### src/rtl/muldiv_seq.sv
// Sequential multiply/divide unit: radix-2 shift-add multiply and restoring divide,
// one bit per cycle, with a fixed latency of WIDTH+2 edges from start to result.
module muldiv_seq #(
  parameter int WIDTH = 32
) (
  input  logic             clk,
  input  logic             rst,
  input  logic             start,
  input  logic [2:0]       op,
  input  logic [WIDTH-1:0] a,
  input  logic [WIDTH-1:0] b,
  output logic [WIDTH-1:0] dout,
  output logic             drdy,
  output logic             busy
);

  localparam int            CW   = $clog2(WIDTH);
  localparam logic [CW-1:0] LAST = CW'(WIDTH - 1);

  typedef enum logic [1:0] {IDLE, CALC, FIX, DONE} state_t;

  state_t           r_state;
  logic [2:0]       r_op;
  logic [WIDTH-1:0] r_a;
  logic [WIDTH-1:0] r_b;
  logic [WIDTH-1:0] r_m;
  logic [WIDTH-1:0] r_hi;
  logic [WIDTH-1:0] r_lo;
  logic             r_neg;
  logic             r_rneg;
  logic             r_bzero;
  logic             r_first;
  logic [CW-1:0]    r_cnt;
  logic [WIDTH-1:0] r_dout;
  logic             r_drdy;
  logic             r_busy;

  logic             w_a_signed;
  logic             w_b_signed;
  logic             w_a_neg;
  logic             w_b_neg;
  logic [WIDTH-1:0] w_a_mag;
  logic [WIDTH-1:0] w_b_mag;
  logic [WIDTH:0]   w_add;
  logic [WIDTH:0]   w_shift;
  logic [WIDTH:0]   w_diff;
  logic [2*WIDTH-1:0] w_prod;
  logic [2*WIDTH-1:0] w_prod_fix;
  logic [WIDTH-1:0] w_quo;
  logic [WIDTH-1:0] w_rem;
  logic [WIDTH-1:0] w_result;

  // MUL only needs the low half, which is sign-agnostic, so it runs unsigned.
  assign w_a_signed = (r_op == 3'b001) || (r_op == 3'b010) ||
                      (r_op == 3'b100) || (r_op == 3'b110);
  assign w_b_signed = (r_op == 3'b001) || (r_op == 3'b100) || (r_op == 3'b110);
  assign w_a_neg    = w_a_signed & r_a[WIDTH-1];
  assign w_b_neg    = w_b_signed & r_b[WIDTH-1];
  assign w_a_mag    = w_a_neg ? -r_a : r_a;
  assign w_b_mag    = w_b_neg ? -r_b : r_b;

  assign w_add   = {1'b0, r_hi} + (r_lo[0] ? {1'b0, r_m} : {(WIDTH+1){1'b0}});
  assign w_shift = {r_hi, r_lo[WIDTH-1]};
  assign w_diff  = w_shift - {1'b0, r_m};

  assign w_prod     = {r_hi, r_lo};
  assign w_prod_fix = r_neg ? -w_prod : w_prod;
  // A zero divisor bypasses the sign fix-up; the most-negative / -1 case falls out naturally.
  assign w_quo = r_bzero ? {WIDTH{1'b1}} : (r_neg ? -r_lo : r_lo);
  assign w_rem = r_bzero ? r_a : (r_rneg ? -r_hi : r_hi);

  always_comb begin
    w_result = '0;
    case (r_op)
      3'b000:                 w_result = w_prod_fix[WIDTH-1:0];
      3'b001, 3'b010, 3'b011: w_result = w_prod_fix[2*WIDTH-1:WIDTH];
      3'b100, 3'b101:         w_result = w_quo;
      default:                w_result = w_rem;
    endcase
  end

  always_ff @(posedge clk) begin
    if (rst) begin
      r_state <= IDLE;
      r_dout  <= '0;
      r_drdy  <= 1'b0;
      r_busy  <= 1'b0;
      r_first <= 1'b0;
      r_cnt   <= '0;
    end else begin
      r_drdy <= 1'b0;
      case (r_state)
        IDLE, DONE: begin
          if (start) begin
            r_state <= CALC;
            r_op    <= op;
            r_a     <= a;
            r_b     <= b;
            r_first <= 1'b1;
            r_cnt   <= '0;
          end else begin
            r_state <= IDLE;
          end
        end
        CALC: begin
          r_busy <= 1'b1;
          if (r_first) begin
            // First CALC cycle loads magnitudes and sign flags before iterating.
            r_first <= 1'b0;
            r_neg   <= w_a_neg ^ w_b_neg;
            r_rneg  <= w_a_neg;
            r_bzero <= (r_b == '0);
            r_hi    <= '0;
            r_lo    <= r_op[2] ? w_a_mag : w_b_mag;
            r_m     <= r_op[2] ? w_b_mag : w_a_mag;
          end else begin
            if (r_op[2]) begin
              r_hi <= w_diff[WIDTH] ? w_shift[WIDTH-1:0] : w_diff[WIDTH-1:0];
              r_lo <= {r_lo[WIDTH-2:0], ~w_diff[WIDTH]};
            end else begin
              {r_hi, r_lo} <= {w_add, r_lo[WIDTH-1:1]};
            end
            r_cnt <= r_cnt + 1'b1;
            if (r_cnt == LAST) r_state <= FIX;
          end
        end
        FIX: begin
          r_dout  <= w_result;
          r_drdy  <= 1'b1;
          r_busy  <= 1'b0;
          r_state <= DONE;
        end
        default: r_state <= IDLE;
      endcase
    end
  end

  assign dout = r_dout;
  assign drdy = r_drdy;
  assign busy = r_busy;

endmodule

### config.mk
export PLATFORM = sky130hd
export DESIGN_NAME = muldiv_seq
export DESIGN_NICKNAME = d
export VERILOG_FILES = /design/src/rtl/muldiv_seq.sv
export SDC_FILE = /design/constraint.sdc
export NUM_CORES = 1
export LEC_CHECK = 0
export CELL_PAD_IN_SITES_DETAIL_PLACEMENT = 1
export CELL_PAD_IN_SITES_GLOBAL_PLACEMENT = 1
export CORE_ASPECT_RATIO = 2
export CORE_UTILIZATION = 51
export CTS_CLUSTER_SIZE = 28
export DETAILED_ROUTE_END_ITERATION = 16
export GPL_TIMING_DRIVEN = 0
export PLACE_DENSITY = 0.92
export SKIP_LAST_GASP = 1
export SYNTH_ARGS = -nofsm -noshare
export SYNTH_HDL_FRONTEND = slang
export SYNTH_SLANG_ARGS = --single-unit
export TNS_END_PERCENT = 10
### constraint.sdc
create_clock -name clk -period 14.8 [get_ports clk]
set_clock_uncertainty 0.15 [all_clocks]
set_input_delay 2.96 -clock clk [delete_from_list [all_inputs] [get_ports clk]]
set_output_delay 2.96 -clock clk [all_outputs]
set_load 0.01 [all_outputs]
==> impl_summary.md, run 1 <==
Synthesis
In the synthesized netlist the async set-or-reset flop fraction comes to 0%. Summed over all instances, the cell type with the most area after synthesis is edfxtp_1. Ranked by total cell area, the synthesized netlist is headed by edfxtp_1 31%, xnor2_1 5.7%, ha_1 5.5%. The post-synthesis cell count is 1,797. The count of yosys warnings during synthesis is 0.

The synthesized area per cell is 9.06 µm². The count of cell types in the netlist is 85. In this run the cell area of the synthesized design comes to 16,300 µm². Synthesis produced a netlist with a net count of 1,941. Ranked by instance count, the synthesized netlist is headed by 232 x nor2_1, 166 x edfxtp_1, 138 x nand2_1, 132 x a21oi_1, 121 x o21ai_0.

The most used flip-flop cell after synthesis is edfxtp_1. Among all cell types in the netlist, the one instantiated most often is nor2_1. The number of enable flip-flop cells after synthesis is 166.

The flip-flop and latch count after synthesis is 208. Of the post-synthesis cell area, the dominant cell type holds 30.6%. The share of the Yosys chip area taken by registers is 35.8%.

STA
The count of endpoints failing setup in the final report is 0. The number of max-slew violations in the final report is 1. The final hold violation count is 0. Setup repair after global routing left no endpoint under its margin.

Setup slack on the critical path of the routed design comes to 9.00 ns. Derived from the worst setup path, the maximum achievable clock frequency is 172 MHz. The clock period minus worst slack is 5.80 ns. The worst path uses 39.2% of the clock period. The slew at the pin with the worst max-slew slack is 1.51 ns. The relative slew slack is -0.417%. Adding up every negative setup slack in the final design gives 0 ns.

Placed design
Summed over all nets, the half-perimeter wirelength after detailed placement is 54,800 µm. At the end of routability-driven placement, the weighted congestion stood at 1.02. Buffers placed on the I/O ports in this run total 102. The pre-CTS setup slack is 9.09 ns.

Power and ir drop
Across the VDD grid, the largest voltage drop is 0.137 mV. Power spread over the standard cell area amounts to 156 nW/µm². Total power for the finished layout comes to 2.92 mW.

The reported leakage power is 6.80 nW.

Clocking
The tree is rooted in a clkbuf_16. TritonCTS built the clock tree. In this run the post-CTS setup repair buffer count came out at 0. The buffer levels on the longest clock path is 3. The post-cts gate resize count is 0. The insertion delay to the later sink of the worst-skew pair is about 0.54 ns.

The CTS clock-pin slew for the worst setup and hold paths is 0.09 ns. CTS built an H-tree with a depth of 1. Counting every sink on the clock net gives 208. The number of buffers inserted by hold repair at cts is 0. The number of buffers inserted during clock tree synthesis is 20.

Critical path
The type of origin of the critical path is a flop. STA classifies the critical path endpoint as a flop. For the worst setup path, the data arrival time is approximately 6 ns. The required time of the worst setup path is 15.02 ns. The worst register-to-register path ends at dout[8]$_SDFFE_PP0P_. The top fanout value on the critical path is 10.

The beginning of the worst register-to-register path is r_lo[0]$_DFFE_PP_. Setup slack on the worst reg-to-reg path comes out at about 9.0 ns. The critical path class is reg2reg. The depth of the most critical reg-to-reg path is 11.

Routing
In the final routed layout, each cell accounts on average for 29.7 µm. The number of search-and-repair iterations in the first detailed-routing pass is 5. The overall routed net length is 70,300 µm. The detailed-route DRC error count is 0. The ratio of routed vias to standard cells is ~6.7. The detailed-route via count is 15,800. The DRC marker count from the first detailed-route iteration is 1,011. The detail route stage leaves a number of antenna-violating nets equal to 0.

Worst hold path
The worst hold path was traced through 2 stages. The worst hold path terminates at dout[3]$_SDFFE_PP0P_. The type of the most critical hold path is reg2reg. The startpoint identified for the worst hold timing path is dout[3]$_SDFFE_PP0P_.

Floorplan
The floorplan has 92 rows. The standard cell core area is 31,400 µm². The initial utilization of the core area, before any placement, comes to 51.8%. The width of the chip is 128 µm. The die covers approximately 33,000 µm². The floorplan step set the die height to 255 µm. The number of ports placed on the die boundary is 104.

Finish
In the final layout, the share of cells above drive strength 1 is 7.52%. After the last flow step, the layout net total stands at between 2,000 and 2,500. The final core utilization is 59.4%. The layout overhead on the synthesized area is 14.8%.

Global route
Entering global routing, the biggest net connects 41 pins. The initial antenna violation count is 5. Global routing used roughly 43% of the available tracks across all layers. The first global-routing pass estimated 103,000 µm of wire. The number of global-route vias before repair is 17,200.

The total overflow left after global routing is 0.

Flow run
Max-cap violations in this run came to 0.

Run status
The flow ran to the end, but the final reports show violations. The final reports fail on slew limit.
## layer usage
layer | share of wire, % | GRT usage (%) | vias to the layer above
met5 | 0.095 | 0 | -
met4 | 12 | 44.7 | 10
met3 | 5.6 | 8.03 | 399
met2 | 51 | 76.5 | 796
met1 | 32 | 40.5 | 7721
li1 | - | - | 6881
## per-stage QoR
step	cells	area [µm²]	hold slack (ns)
after floorplan	1797	16300	0.322
after global placement	2322	17800	0.305
after detailed placement	2326	17900	0.325
after CTS	2362	18600	0.340
after global routing	2365	18700	0.358
final	2366	18700	0.338
## sequential cells by signal, summed over array words and instances, names as in the netlist
signal and cells:
dout 32, r_cnt 5, r_op 3, r_hi 32
r_bzero 1, r_b 32, r_state 2, drdy 1
r_a 32, r_rneg 1, r_lo 32, busy 1
r_first 1, r_m 32, r_neg 1
## cells by family after synthesis
family / share of synthesized area (%)
mux: 6.98
xor+xnor: 11.0
simple gates: 16.4
fa+ha+maj: 5.78
buf+inv: 4.65
compound gates: 19.3
flops: 35.8
## critical path: stages (launching register included)
cell and delay, ns:
edfxtp_1 0.51, inv_1 0.20, clkbuf_1 0.61, ha_1 0.30, nand2b_1 0.13, nor4_1 0.94, nand4_1 0.76, clkbuf_1 0.51
nand2_1 0.31, o22ai_1 0.11, a221oi_1 1.01, nor3_1 0.10
## where the power goes
group | leakage [nW] | switching [mW] | total (mW) | internal (mW)
combinational | 4.59 | 0.868 | 1.40 | 0.529
sequential | 1.87 | 0.141 | 0.938 | 0.798
clock | 0.350 | 0.254 | 0.586 | 0.332
## cell type report
| class | count | area, µm² |
|---|---|---|
| tap | 423 | 529 |
| sequential | 208 | 5830 |
| clock inverter | 14 | 188 |
| multi-input combinational | 1415 | 9710 |
| timing repair buffer | 109 | 1140 |
| inverter | 73 | 274 |
| antenna | 1 | 2.50 |
| buffer | 101 | 483 |
| fill | 3611 | 12700 |
| clock buffer | 22 | 529 |
## worst max path at each step
stage | depth (start not counted) | to | slack (ns) | from
3_3_place_gp | 3 | r_hi[2]$_SDFFCE_PP0P_ | 6.28 | rst
3_5_place_dp | 11 | dout[2]$_SDFFE_PP0P_ | 9.09 | r_lo[0]$_DFFE_PP_
6_report | 11 | dout[8]$_SDFFE_PP0P_ | 9.00 | r_lo[0]$_DFFE_PP_
4_1_cts | 11 | dout[2]$_SDFFE_PP0P_ | 9.07 | r_lo[0]$_DFFE_PP_
2_1_floorplan | 3 | r_a[0]$_DFFE_PP_ | 8.04 | rst
5_1_grt | 12 | dout[6]$_SDFFE_PP0P_ | 8.99 | r_lo[0]$_DFFE_PP_
## placed cells by master (no fill, tap or decap), types with 21 or more instances in the layout
cell / count
ha_1: 72
a21oi_1: 132
mux2_2: 22
a21o_1: 23
xnor2_1: 106
o31ai_1: 22
a211oi_1: 39
dfxtp_1: 42
inv_1: 72
a221oi_1: 22
edfxtp_1: 166
clkdlybuf4s50_1: 102
mux4_2: 31
nor3_1: 48
o21ai_0: 120
clkbuf_16: 21
xor2_1: 99
nor2_1: 230
nand2_1: 138
clkbuf_1: 75
nand3_1: 23
Note: power is estimated with default switching activity, not from simulation.
==> run 2, diff against run 1 <==
Settings changed: CORE_UTILIZATION 51 to 47, PLACE_DENSITY 0.92 to 0.86.
Clock period 14.8 ns to 5.37 ns, I/O delays scaled along.
==> run 2 against run 1 <==
  * The run ends with setup timing left
  * Fmax down 0.45%
  * Worst hold slack worse by 0.021 ns
  * Count of clock-buffer cells in the layout shrank 1
  * Die area grew 8.4%
  * Combinational power rose to 2.7 times the previous value
  * Register-to-register slack got worse by 9.5 ns
  * Final area rose by 0.17%
  * Core utilization shrank 4.8 points
  * Routed wire length decreased by 3.2%
  * Sequential power rose to 2.8 times the previous value
  * Largest power group unchanged
==> impl_summary.md, run 2 (same netlist as run 1, synthesis figures left out) <==
Routing
The detailed-route DRC error count is 0 (unchanged). The count of antenna-violating nets left after detailed routing is 0 (unchanged). The wire length per cell after detailed routing was 28.6 µm (was 29.7 µm). The detailed-route via count is 15,400 (was 15,800).

The overall routed net length is 68,100 µm (was 70,300 µm). The ratio of routed vias to standard cells is 6.47 (was 6.68). The number of search-and-repair iterations in the first detailed-routing pass came to 5 (unchanged). The DRC marker count from the first detailed-route iteration was 910 (was 1,011).

Floorplan
The effective utilization at floorplan is 47.5% (was 51.8%). The number of ports placed on the die boundary was 104 (unchanged). The floorplan row count was 96 (was 92). The die boundary height is 265 µm (was 255 µm). The width of the chip is 134 µm (was 128 µm). The standard cell core area is 34,200 µm² (was 31,400 µm²).

The die area is 35,400 µm² (was 32,700 µm²).

STA
The maximum operating frequency is 172 MHz (about the same). The clock period minus worst slack came to 5.83 ns (was 5.80 ns). The final hold violation count is 0 (unchanged). The relative slew slack came to 1.25% (was -0.417%).

Setup repair after global routing missed its margin: yes (was no). The post-route fraction of the period consumed by the critical path is 108% (was 39.2%). The worst-case setup margin in the final layout is -0.456 ns (was 9.00 ns).

The number of max-slew violations in the final report came to 0 (was 1). The count of endpoints failing setup in the final report is 6 (was 0). The slew at the pin with the worst max-slew slack was 1.48 ns (was 1.51 ns). The setup TNS after final layout is -1.48 ns (was 0 ns).

Clocking
The buffer levels on the longest clock path was 3 (unchanged). The TritonCTS sink count came to 208 (unchanged). The number of buffers inserted by hold repair at cts was 0 (unchanged). The number of levels the H-tree was split into is 1 (unchanged). The clock root buffer is clkbuf_16 (unchanged). The CTS clock-pin slew for the worst setup and hold paths was 0.08 ns (was 0.09 ns). The TritonCTS clock tree is built (unchanged). The number of buffers inserted during clock tree synthesis is 20 (unchanged). The insertion delay to the later sink of the worst-skew pair is 0.54 ns (about the same).

Finish
Leading cell types in the layout, fill and taps excluded: 230 x nor2_1, 166 x edfxtp_1, 138 x nand2_1 (unchanged). The final core utilization is 54.7% (was 59.4%). The layout overhead on the synthesized area is 14.9% (was 14.8%). The most frequent standard cell in the layout excluding fill and tap cells is nor2_1 (unchanged). The fill cell total of the finished layout is 3,986 (was 3,611).

The proportion of layout cells with a drive suffix above 1 is 7.27% (was 7.52%). The final net count is 2,070 (was 2,072). The final cell area excluding filler cells is 18,700 µm² (about the same).

Power and ir drop
The part of the power in combinational logic is 46.9% (was 47.8%). The switching share of power is 41.9% (was 43.2%). The reported leakage power is 6.79 nW (was 6.80 nW). The sequential cell fraction of total power came to 32.3% (was 32.1%).

The power density over cell area is 427 nW/µm² (was 156 nW/µm²). The worst supply voltage drop on vdd was 0.340 mV (was 0.137 mV). The total power after layout is 7.99 mW (was 2.92 mW).

The proportion of power drawn by the clock network is 20.8% (was 20.1%). The total net switching power is 3.35 mW (was 1.26 mW). The internal power summed over all cells is 4.64 mW (was 1.66 mW).

Flow run
The number of max-cap violations is 0 (unchanged).

Global route
The number of global-route vias before repair is 16,700 (was 17,200). The total routing resource utilization after global routing is 39.1% (was 43.4%). The initial antenna violation count was 1 (was 5). The maximum number of pins on one net before global-route repair is 41 (unchanged). The total overflow reported by the global router is 0 (unchanged). The wire length of the first global-routing pass came to 101,000 µm (was 103,000 µm).

Run status
Result of the run: finished, violations left (unchanged). Failing checks: setup timing (was slew limit).

Critical path
The critical path class is reg2reg (unchanged). The top fanout value on the critical path was 10 (unchanged). The reg-to-reg setup timing slack is -0.46 ns (was 9.00 ns). The required time of the worst setup path was 5.58 ns (was 15.02 ns). The critical path endpoint category is a flop (unchanged). The critical path data arrival time is 6.04 ns (was 6.02 ns).

The type of origin of the critical path is a flop (unchanged).

Placed design
The half-perimeter wire length after placement is 53,500 µm (was 54,800 µm). The instance area at placement is 17,900 µm² (about the same). The count of input and output buffers came to 102 (unchanged). The weighted congestion at the end of routability-driven global placement is 1.08 (was 1.02).

Worst hold path
The type of the most critical hold path was reg2reg (unchanged).
[run 2: power groups by stage]
| stage | logic (mW) | clock network, mW | registers (mW) |
|---|---|---|---|
| final | 3.75 | 1.66 | 2.58 |
| after global routing | 3.99 | 1.71 | 2.60 |
| after CTS | 3.66 | 1.66 | 2.56 |
| after detailed placement | 3.61 | 0 | 2.59 |
| after global placement | 3.44 | 0 | 2.61 |
| after floorplan | 2.31 | 0 | 2.51 |
[run 2: critical path, cell delays in order (launching register included)]
cell and delay (ns):
edfxtp_1 0.51, inv_1 0.21, clkbuf_1 0.69, ha_1 0.31
nand2b_1 0.12, nor4_1 0.96, nand4_1 0.65, clkbuf_1 0.48
o21ai_0 0.31, xnor2_1 0.10, a221oi_1 0.99, a211oi_1 0.17
[run 2: area by class of cell]
| type | count | area [µm²] | share of cell area [%] |
|---|---|---|---|
| Antenna cell | 1 | 2.50 | 0.0134 |
| Buffer | 101 | 483 | 2.58 |
| Clock buffer | 21 | 526 | 2.81 |
| Clock inverter | 15 | 220 | 1.18 |
| Inverter | 73 | 274 | 1.46 |
| Multi-Input combinational cell | 1415 | 9720 | 51.9 |
| Sequential cell | 208 | 5830 | 31.1 |
| Tap cell | 441 | 552 | 2.95 |
| Timing Repair Buffer | 107 | 1110 | 5.93 |
[run 2: worst paths after layout]
| kind | from | endpoint | cells after the start |
|---|---|---|---|
| max reg2reg | r_lo[0]$_DFFE_PP_ | dout[2]$_SDFFE_PP0P_ | 11 |
| max | r_lo[0]$_DFFE_PP_ | dout[2]$_SDFFE_PP0P_ | 11 |
| min | dout[1]$_SDFFE_PP0P_ | dout[1]$_SDFFE_PP0P_ | 2 |
| min reg2reg | dout[1]$_SDFFE_PP0P_ | dout[1]$_SDFFE_PP0P_ | 2 |
[run 2: timing repair]
action	4_1_cts	5_1_grt
endpoints found under the setup margin	3	7
buffers inserted	0	0
resized for setup	1	1
endpoints found under the hold margin	0	0
pin swaps	0	0
[run 2: per-stage QoR]
stage / worst slack, ns / hold slack, ns / cells
finish: -0.456 / 0.317 / 2382
global route: -0.298 / 0.341 / 2381
CTS: -0.242 / 0.321 / 2380
detailed placement: -0.220 / 0.311 / 2344
global placement: -1.34 / 0.306 / 2340
floorplan: 0.494 / 0.322 / 1797
[run 2: metal layers]
layer | global-route usage [%] | share of wire [%] | vias to the layer above | wire length [µm]
met5 | 0 | 0.013 | - | 9
met2 | 71.4 | 52 | 620 | 35700
li1 | - | - | 6882 | -
met1 | 38.1 | 33 | 7594 | 22400
met3 | 4.88 | 4.4 | 319 | 2990
met4 | 34.6 | 10 | 2 | 7020
==> run 3, diff against run 2 <==
Settings changed: MAX_ROUTING_LAYER set to met4.
==> run 3 against run 2 <==
  * The run now ends clean
  * Register-to-register slack improved by 0.46 ns
  * Total power down 2.8%
  * Sequential cell count is the same
  * Die area stayed put
  * Combinational power about the same
  * Core utilization fell by 0.31 points
  * Final area is 0.56% lower
  * Global-route usage increased by 1.5 points
  * First-iteration DRC count down 6.5%
  * Count of clock-buffer cells in the layout is 2 higher
  * Via count down 0.25%
  * Largest cell class unchanged
  * Highest routed layer is now met4
==> impl_summary.md, run 3 (same netlist as run 1, synthesis figures left out) <==
Critical path
The top fanout value on the critical path is 10 (unchanged). The critical path data arrival time is 5.46 ns (was 6.04 ns). The critical path class is reg2reg (unchanged). The reg-to-reg setup timing slack is 0.007 ns (was -0.46 ns). The worst setup path startpoint is r_lo[0]$_DFFE_PP_ (unchanged). The type of origin of the critical path is a flop (unchanged).

The end of the worst register-to-register path is r_hi[31]$_SDFFCE_PP0P_ (was dout[2]$_SDFFE_PP0P_). The beginning of the worst register-to-register path is r_lo[0]$_DFFE_PP_ (unchanged). The capture point of the worst path is r_hi[31]$_SDFFCE_PP0P_ (was dout[2]$_SDFFE_PP0P_).

The critical path endpoint category is a flop (unchanged). The required time of the worst setup path came to 5.46 ns (was 5.58 ns). The depth of the most critical reg-to-reg path is 13 (was 11).

Worst hold path
The startpoint of the most critical hold path is dout[13]$_SDFFE_PP0P_ (was dout[1]$_SDFFE_PP0P_). The type of the most critical hold path is reg2reg (unchanged). The cell count of the worst hold path is 2 (unchanged).

Floorplan
The die boundary height is 265 µm (unchanged). The die area came to 35,400 µm² (unchanged). The floorplan row count was 96 (unchanged).

The number of ports placed on the die boundary is 104 (unchanged). The effective utilization at floorplan is 47.5% (unchanged). The width of the chip came to 134 µm (unchanged).

The standard cell core area is 34,200 µm² (unchanged).

Clocking
The clock root buffer was clkbuf_16 (unchanged). The buffer levels on the longest clock path came to 3 (unchanged). The TritonCTS clock tree is built (unchanged).

The number of buffers inserted by post-CTS setup repair came to 0 (unchanged). The CTS clock-pin slew for the worst setup and hold paths was 0.07 ns (was 0.08 ns). The number of levels the H-tree was split into came to 1 (unchanged). The insertion delay to the later sink of the worst-skew pair came to 0.54 ns (about the same). The number of buffers inserted during clock tree synthesis is 21 (was 20). The TritonCTS sink count was 208 (unchanged). The number of buffers inserted by hold repair at cts is 0 (unchanged).

Global route
The maximum number of pins on one net before global-route repair is 41 (unchanged). The number of global-route vias before repair is 16,600 (was 16,700). The total routing resource utilization after global routing is 40.5% (was 39.1%). The total overflow reported by the global router is 0 (unchanged). The wire length of the first global-routing pass came to 102,000 µm (was 101,000 µm). The initial antenna violation count is 1 (unchanged).

Power and ir drop
The reported leakage power came to 6.73 nW (was 6.79 nW). The worst supply voltage drop on vdd is 0.275 mV (was 0.340 mV). The total power after layout is 7.77 mW (was 7.99 mW).

The power density over cell area is 418 nW/µm² (was 427 nW/µm²).

STA
The slew at the pin with the worst max-slew slack is 1.37 ns (was 1.48 ns). The maximum operating frequency came to 186 MHz (was 172 MHz). The number of max-slew violations in the final report was 0 (unchanged). The clock period minus worst slack is 5.36 ns (was 5.83 ns). The relative slew slack is 8.56% (was 1.25%). The count of endpoints failing setup in the final report was 0 (was 6). Setup repair after global routing missed its margin: yes (unchanged).

The final hold violation count was 0 (unchanged). The post-route fraction of the period consumed by the critical path was 99.9% (was 108%).

Routing
The DRC marker count from the first detailed-route iteration is 851 (was 910). The detailed-route DRC error count came to 0 (unchanged). The count of antenna-violating nets left after detailed routing is 0 (unchanged). The detailed-route via count came to 15,400 (about the same). The wire length per cell after detailed routing is 29.1 µm (was 28.6 µm). The overall routed net length is 69,400 µm (was 68,100 µm). The number of search-and-repair iterations in the first detailed-routing pass is 6 (was 5).

The ratio of routed vias to standard cells is 6.45 (was 6.47).

Placed design
The weighted congestion at the end of routability-driven global placement is 1.04 (was 1.08). The count of input and output buffers was 102 (unchanged). The half-perimeter wire length after placement came to 55,600 µm (was 53,500 µm).

Finish
The layout overhead on the synthesized area came to 14.3% (was 14.9%). The most frequent standard cell in the layout excluding fill and tap cells is nor2_1 (unchanged). Leading cell types in the layout, fill and taps excluded: 230 x nor2_1, 166 x edfxtp_1, 138 x nand2_1 (unchanged). The final net count is 2,071 (was 2,070). The proportion of layout cells with a drive suffix above 1 is 7.47% (was 7.27%). The final core utilization is 54.3% (was 54.7%).

Flow run
The number of max-cap violations is 0 (unchanged).

Run status
Result of the run: completed (was finished, violations left).
[run 3: changes by cell type in the layout (fill, tap and decap cells not counted), sizes merged]
cell      before  now
clkbuf       103  105
clkinvlp       2    4
bufinv         6    0
inv           72   73
clkinv         8   10
[run 3: repair_timing]
| action | CTS | global route |
|---|---|---|
| hold endpoints to repair | 0 | 0 |
| setup endpoints to repair | 7 | 6 |
| gates resized for setup | 2 | 1 |
[run 3: layout make-up]
cell class	count	area [µm²]
repair buffers	107	1110
clock inverters	14	91.3
fillers	3992	15600
flip-flops and latches	208	5830
plain buffers	101	483
clock buffers	23	533
diodes	1	2.50
well taps	441	552
multi-input cells	1415	9730
inverters	73	274
[run 3: critical path, stage by stage (launching register included)]
cell,delay [ns]
edfxtp_1,0.53
inv_1,0.24
clkbuf_1,0.47
nor2_1,0.12
ha_1,0.38
o21a_1,0.20
o211ai_1,0.24
a211oi_1,0.11
o21ai_0,1.01
o21ai_0,0.41
a211oi_1,0.53
o21ai_0,0.28
a211oi_1,0.31
a211oi_1,0.09
[run 3: power by group]
part | total [mW] | switching (mW) | internal (mW)
combinational | 3.76 | 2.31 | 1.45
sequential | 2.58 | 0.382 | 2.20
clock | 1.42 | 0.696 | 0.726
[run 3: through the flow]
| step | cell area (µm²) | cells | setup TNS, ns | hold slack (ns) | setup WS, ns |
|---|---|---|---|---|---|
| after floorplan | 16300 | 1797 | 0 | 0.322 | 0.494 |
| after global placement | 17800 | 2340 | -136.56 | 0.309 | -1.42 |
| after detailed placement | 18000 | 2344 | -1.42 | 0.313 | -0.460 |
| after CTS | 18600 | 2381 | 0 | 0.323 | 0.114 |
| after global routing | 18600 | 2383 | -0.650 | 0.345 | -0.233 |
| final | 18600 | 2383 | 0 | 0.318 | 0.00720 |
[run 3: worst min path at each step]
stage	end	slack, ns
after global routing	dout[13]$_SDFFE_PP0P_	0.34
after global placement	dout[1]$_SDFFE_PP0P_	0.31
after floorplan	r_cnt[3]$_SDFFE_PP0P_	0.32
final	dout[13]$_SDFFE_PP0P_	0.32
after CTS	dout[13]$_SDFFE_PP0P_	0.32
after detailed placement	dout[13]$_SDFFE_PP0P_	0.31
[run 3: metal layers]
layer | GRT usage (%) | vias up | wire, µm
met5 | - | - | 0
met4 | 34.1 | 0 | 6740
met3 | 4.25 | 285 | 2760
met2 | 73.2 | 586 | 36600
met1 | 38.0 | 7626 | 23300
li1 | - | 6882 | -
